<file path="config.mk">
export PLATFORM = sky130hd
export DESIGN_NAME = alu
export DESIGN_NICKNAME = d
export VERILOG_FILES = /design/src/rtl/alu.sv
export SDC_FILE = /design/constraint.sdc
export NUM_CORES = 1
export LEC_CHECK = 0
export CAP_MARGIN = 20
export CORE_MARGIN = 10
export CORE_UTILIZATION = 45
export DETAILED_ROUTE_END_ITERATION = 10
export PLACE_DENSITY = 0.59
export SYNTH_ARGS = -nofsm -noshare
export SYNTH_HDL_FRONTEND = slang
export SYNTH_SLANG_ARGS = --single-unit
</file>
<file path="constraint.sdc">
create_clock -name clk -period 12.5 [get_ports clk]
set_input_delay 1.25 -clock clk [delete_from_list [all_inputs] [get_ports clk]]
set_output_delay 1.25 -clock clk [all_outputs]
set_load 0.005 [all_outputs]
</file>
<file path="src/rtl/alu.sv">
// alu: 8-bit, 16-operation arithmetic/logic unit with a registered 16-bit result.
// Operands are unsigned and zero-extended; the whole datapath (including the
// 8x8 multiplier and 8-bit divider) settles within a single cycle.
module alu (
  input  logic        clk,
  input  logic        rst,
  input  logic [7:0]  a,
  input  logic [7:0]  b,
  input  logic [3:0]  cmd,
  input  logic        en,
  output logic [15:0] dout
);

  localparam logic [3:0] OP_ADD  = 4'b0000;
  localparam logic [3:0] OP_INC  = 4'b0001;
  localparam logic [3:0] OP_SUB  = 4'b0010;
  localparam logic [3:0] OP_DEC  = 4'b0011;
  localparam logic [3:0] OP_MUL  = 4'b0100;
  localparam logic [3:0] OP_DIV  = 4'b0101;
  localparam logic [3:0] OP_SHL  = 4'b0110;
  localparam logic [3:0] OP_SHR  = 4'b0111;
  localparam logic [3:0] OP_AND  = 4'b1000;
  localparam logic [3:0] OP_OR   = 4'b1001;
  localparam logic [3:0] OP_INV  = 4'b1010;
  localparam logic [3:0] OP_NAND = 4'b1011;
  localparam logic [3:0] OP_NOR  = 4'b1100;
  localparam logic [3:0] OP_XOR  = 4'b1101;
  localparam logic [3:0] OP_XNOR = 4'b1110;
  localparam logic [3:0] OP_BUF  = 4'b1111;

  logic [15:0] a_ext;
  logic [15:0] b_ext;
  logic [7:0]  quot;
  logic [15:0] result;

  assign a_ext = {8'h00, a};
  assign b_ext = {8'h00, b};

  // Divider quotient; a zero divisor is flagged separately in the result mux,
  // so the quotient value for b = 0 is forced to a harmless constant here.
  always_comb begin
    quot = 8'h00;
    if (b != 8'h00) begin
      quot = a / b;
    end
  end

  // Operation select: arithmetic on 16-bit zero-extended operands, logic ops
  // on 8 bits with the upper byte cleared.
  always_comb begin
    result = 16'h0000;
    case (cmd)
      OP_ADD:  result = a_ext + b_ext;
      OP_INC:  result = a_ext + 16'd1;
      OP_SUB:  result = a_ext - b_ext;
      OP_DEC:  result = a_ext - 16'd1;
      OP_MUL:  result = a_ext * b_ext;
      OP_DIV:  result = (b == 8'h00) ? 16'hFFFF : {8'h00, quot};
      OP_SHL:  result = {7'b0, a, 1'b0};
      OP_SHR:  result = {9'b0, a[7:1]};
      OP_AND:  result = {8'h00, a & b};
      OP_OR:   result = {8'h00, a | b};
      OP_INV:  result = {8'h00, ~a};
      OP_NAND: result = {8'h00, ~(a & b)};
      OP_NOR:  result = {8'h00, ~(a | b)};
      OP_XOR:  result = {8'h00, a ^ b};
      OP_XNOR: result = {8'h00, ~(a ^ b)};
      OP_BUF:  result = {8'h00, a};
      default: result = 16'h0000;
    endcase
  end

  // Result register: reset wins over enable; en low holds the last result.
  always_ff @(posedge clk) begin
    if (rst) begin
      dout <= 16'h0000;
    end else if (en) begin
      dout <= result;
    end
  end

endmodule

</file>
Word-level counts from Yosys, hierarchy flattened. Index checks and enable logic that the tools add are counted.

Register bits after elaboration: 16. Output and inout port bits: 16. Logic and storage cells: 35.

$add $sub $neg: 4. Multiply operators: 1. Div/mod/pow operators: 1. Eq/ne operators: 15. Multiplexer cells: 3. Bitwise logic cells: 7. Reduce and logical (&&, ||, !) cells: 3.

Operators by type and width (count): $pmux W16 S16 (1); $eq A4 B4 Y1 const B (8); $not A8 Y8 (4); $eq A4 B3 Y1 const B (4); $mul A8 B8 Y16 (1); $mux W16 (1); $add A8 B1 Y9 const B (1); $add A8 B8 Y9 (1); $sub A8 B1 Y9 const B (1); $sub A8 B8 Y9 (1); $and A8 B8 Y8 (1); $div A8 B8 Y8 (1); $eq A4 B2 Y1 const B (2); $logic_not A8 Y1 (1); $mux W8 (1); $or A8 B8 Y8 (1); $reduce_bool A8 Y1 (1); $xor A8 B8 Y8 (1); $eq A4 B1 Y1 const B (1); $logic_not A4 Y1 (1).

Longest topological paths before layout.
Depth after elaboration: 4. Depth in mapped cells: 53.

Worst setup path before layout. No wires, ideal clock.

Path kind: input -> register. Start point: input port b[6]. End point: register dout[0]. Library setup time: 147 ps. Arrival: 11204 ps. Required time: 12353 ps. Path slack: 1149 ps. Cell stages on the path: 49. Cells stage by stage: buf_6 nor4_2 nand3_2 nor2_1 a21oi_1 a21oi_1 ha_1 o21a_1 nor3b_1 o2bb2ai_1 nor2_1 ha_1 o211ai_1 a211o_1 o221a_2 or2_2 ha_1 a21oi_1 [13 not listed] a21o_1 a31o_1 buf_6 mux2_1 ha_1 o21a_1 o22ai_1 o21ai_0 a21oi_1 nor2_1 mux2_2 ha_1 o21a_1 o21a_1 o21ai_0 a21oi_1 nor4_1 a2111oi_0.

Cells in the longest elaborated chain, start to end: 4. Elaborated cells between the ends (all ways): 6. Those cells by class: div: 1; mux: 3; reduce/logical: 2.

RTL lines: start, declared (line 8) `input logic [7:0] b,`; $div A8 B8 Y8 or $reduce_bool A8 Y1 (tied branches) (line 44, 43); $mux W8 (line 43) `if (b != 8'h00) begin`; $mux W16 (*) (line 58) `OP_DIV: result = (b == 8'h00) ? 16'hFFFF : {8'h00, quot};`; $pmux W16 S16 (*) (line 52) `case (cmd)`; end signal, assigned (line 78) `dout <= result;`; end, declared (line 11) `output logic [15:0] dout`.

Every way passes the cells marked *; elsewhere a longest branch is shown, timed or not. A chain may end at the register's enable or synchronous reset.

Final worst setup path.
Start point: input port b[4]. End point: register dout[0].

The elaborated chain is that of the path after synthesis.

==> results.cfg <==
[outcome]
outcome = completed

[global_route]
grt_pass1_wl_um = 35000
grt_max_degree = 51
grt_use_total = 0.234
gr-total-overflow = 0
antenna_found_initial = 0
grt_pass1_vias = 6357

[power_and_ir_drop]
p_total_uw = 600
netSwitchingFraction = 0.495
p_seq_frac = 0.095
clockPowerShare = 0.116
switching_power_uw = 297
p_int_uw = 303
p_leak_uw = 0.00319
ir_drop_uv = 94.0
combPwrFrac = 0.789
powerDensity_nw_per_um2 = 85.0

[floorplanning]
io_pins = 39
coreArea_um2 = 13400
start_util = 0.466
dieWidth_um = 138
die_h_um = 138
die-area_um2 = 19000
rows = 42

[setup_path]
required_ns = 12.60
cp_common_cell = ha_1
worstSetupPathType = primary input to register
cp-end-kind = register
cp.arrival_ns = 12.01
slowest_stage = clkdlybuf4s50_1
crit_path_start_kind = primary input
cp_slowest_stage_delay_ns = 0.48
path_max_fanout = 9

[yosys]
synth_ff_type = dfxtp_1
ys_seq_area_frac = 0.0513
synth.most_common_cell = ha_1
postSynthCellCount = 819
ys_top_cells_by_area = ha_1, fa_1, dfxtp_1
synth_nets = 989
synth_edf_count = 0
syn-cell-area_um2 = 6240
yosysTopAreaCellShare = 0.219
synth-async-reset-ratio = 0
synth_area_leader_cell = ha_1
synth_commonest_cells = ha_1, nor2_1, inv_1, nand2_1, a21oi_1
yosysUniqueCellTypes = 81
ys_warn_count = 0
ys_seq_elements = 16
avgSynthCellArea_um2 = 7.62

[place]
place.gp.congestion = 0.937
placed_cells = 1025
io_buffers = 38
hpwl_um = 17000

[layout]
area_delta_synth_final_pct = 13.1
nets = 1026
drive_gt1_frac = 0.0877
largest_reg_flops = 16
antenna_cells = 0
ff_latch_area_um2 = 320
top_register = dout
nFillCells = 1364
final_cell_count_no_fill = 1031
reg_top3 = dout x16
multi_input_area_um2 = 5480

[detailed_routing]
wl_per_cell_um = 21.3
drt_iter0_markers = 600
drc = 0
ant_nets = 0
wirelength_um = 21900
viasPerCell = 6.17
drt_first_pass_iters = 6
vias = 6359

[sta]
slew_headroom = 0.290
min_period_ns = 11.91
setup_viol = 0
max_freq_ghz = 0.0840
period_share = 0.953
hold_viol = 0
worst_pin_slew_ns = 1.04
drv_slew = 0
clock_skew_ns = 0

[clock_network]
htreeDepth = 1
cts_hold_buffers = 0
clk-insertion-delay-late_ns = 0.25
cts_sinks = 16
cts_buffers = 3
tritoncts = built
clock_path_buffers = 2
clock_tree.root_cell = clkbuf_16
cts.reportedPaths.clkPinSlew_ns = 0.05

[worst_hold_path]
hold_path_class = register to register

[flow_run]
cap_violations = 0
[path summary, 6_finish.rpt]
check,from,to,slack (ns),cells past startpoint
max,b[4],dout[0]$_SDFFE_PP0P_,0.59,52
min,dout[4]$_SDFFE_PP0P_,dout[4]$_SDFFE_PP0P_,0.46,2
min reg2reg,dout[4]$_SDFFE_PP0P_,dout[4]$_SDFFE_PP0P_,0.46,2
max reg2reg,dout[0]$_SDFFE_PP0P_,dout[0]$_SDFFE_PP0P_,11.61,2
[routing by layer]
metal | vias to the layer above | global-route usage | routed length [µm]
met5 | - | 0 | 0
met4 | 0 | 0.0585 | 516
met3 | 39 | 0.0342 | 1670
met2 | 261 | 0.389 | 10200
met1 | 3067 | 0.309 | 9570
li1 | 2992 | - | -
[critical path: cells and delay by family]
| family | cells | cell delay [ns] |
|---|---|---|
| AOI/OAI and AO/OA | 26 | 4.42 |
| adders and majority gates | 7 | 2.06 |
| buffers and inverters | 4 | 0.94 |
| muxes | 2 | 0.62 |
| and+or+nand+nor | 13 | 2.69 |
[through the flow]
| stage | setup WS [ns] | setup TNS, ns | hold slack [ns] | cell area, µm² | utilization |
|---|---|---|---|---|---|
| 2_1_floorplan | 1.15 | 0 | 0.435 | 6240 | - |
| 3_3_place_gp | 0.354 | 0 | 0.432 | 6910 | 0.516 |
| 3_5_place_dp | -0.188 | -0.188 | 0.446 | 6910 | 0.516 |
| 4_1_cts | 0.0567 | 0 | 0.462 | 7000 | 0.522 |
| 5_1_grt | -0.0735 | -0.0735 | 0.478 | 7060 | 0.527 |
| 6_report | 0.593 | 0 | 0.458 | 7060 | 0.527 |
[power by group through the flow]
stage / sequential (µW) / combinational (µW) / clock, µW
CTS: 56.6 / 467 / 71.3
detailed placement: 57.6 / 462 / 0
global placement: 57.7 / 454 / 0
finish: 56.8 / 474 / 69.6
floorplan: 57.9 / 337 / 0
global route: 57.2 / 530 / 73.6
[cells by family (layout without fill, tap and decap cells)]
logic type,Yosys count,in the layout,synth area share
AO/OA/AOI/OAI,202,202,0.229
XOR/XNOR,36,36,0.0505
adder cells (fa/ha/maj),147,147,0.340
buffers and inverters,125,161,0.0782
flip-flops,16,16,0.0513
multiplexers,25,25,0.0465
AND/OR/NAND/NOR,268,268,0.204
[repair_timing]
item / CTS / global route
setup buffers: 0 / 2
endpoints found under the setup margin: 0 / 1
gates resized for setup: 0 / 12
[cell type report]
class	count	share of cell area
Clock buffer	4	0.0126
Inverter	86	0.0457
Multi-Input combinational cell	678	0.776
Sequential cell	16	0.0454
Tap cell	176	0.0312
Timing Repair Buffer	71	0.0893
[cell usage in the layout, fill, tap and decap left out, drive strengths merged, types with 16 or more instances in the layout]
master,n
a21oi,43
buf,33
clkdlybuf4s50,37
dfxtp,16
fa,38
ha,109
inv,83
nand2,78
nor2,83
nor3,26
o21ai,33
xnor2,22
Note: power is estimated with default switching activity, not from simulation.
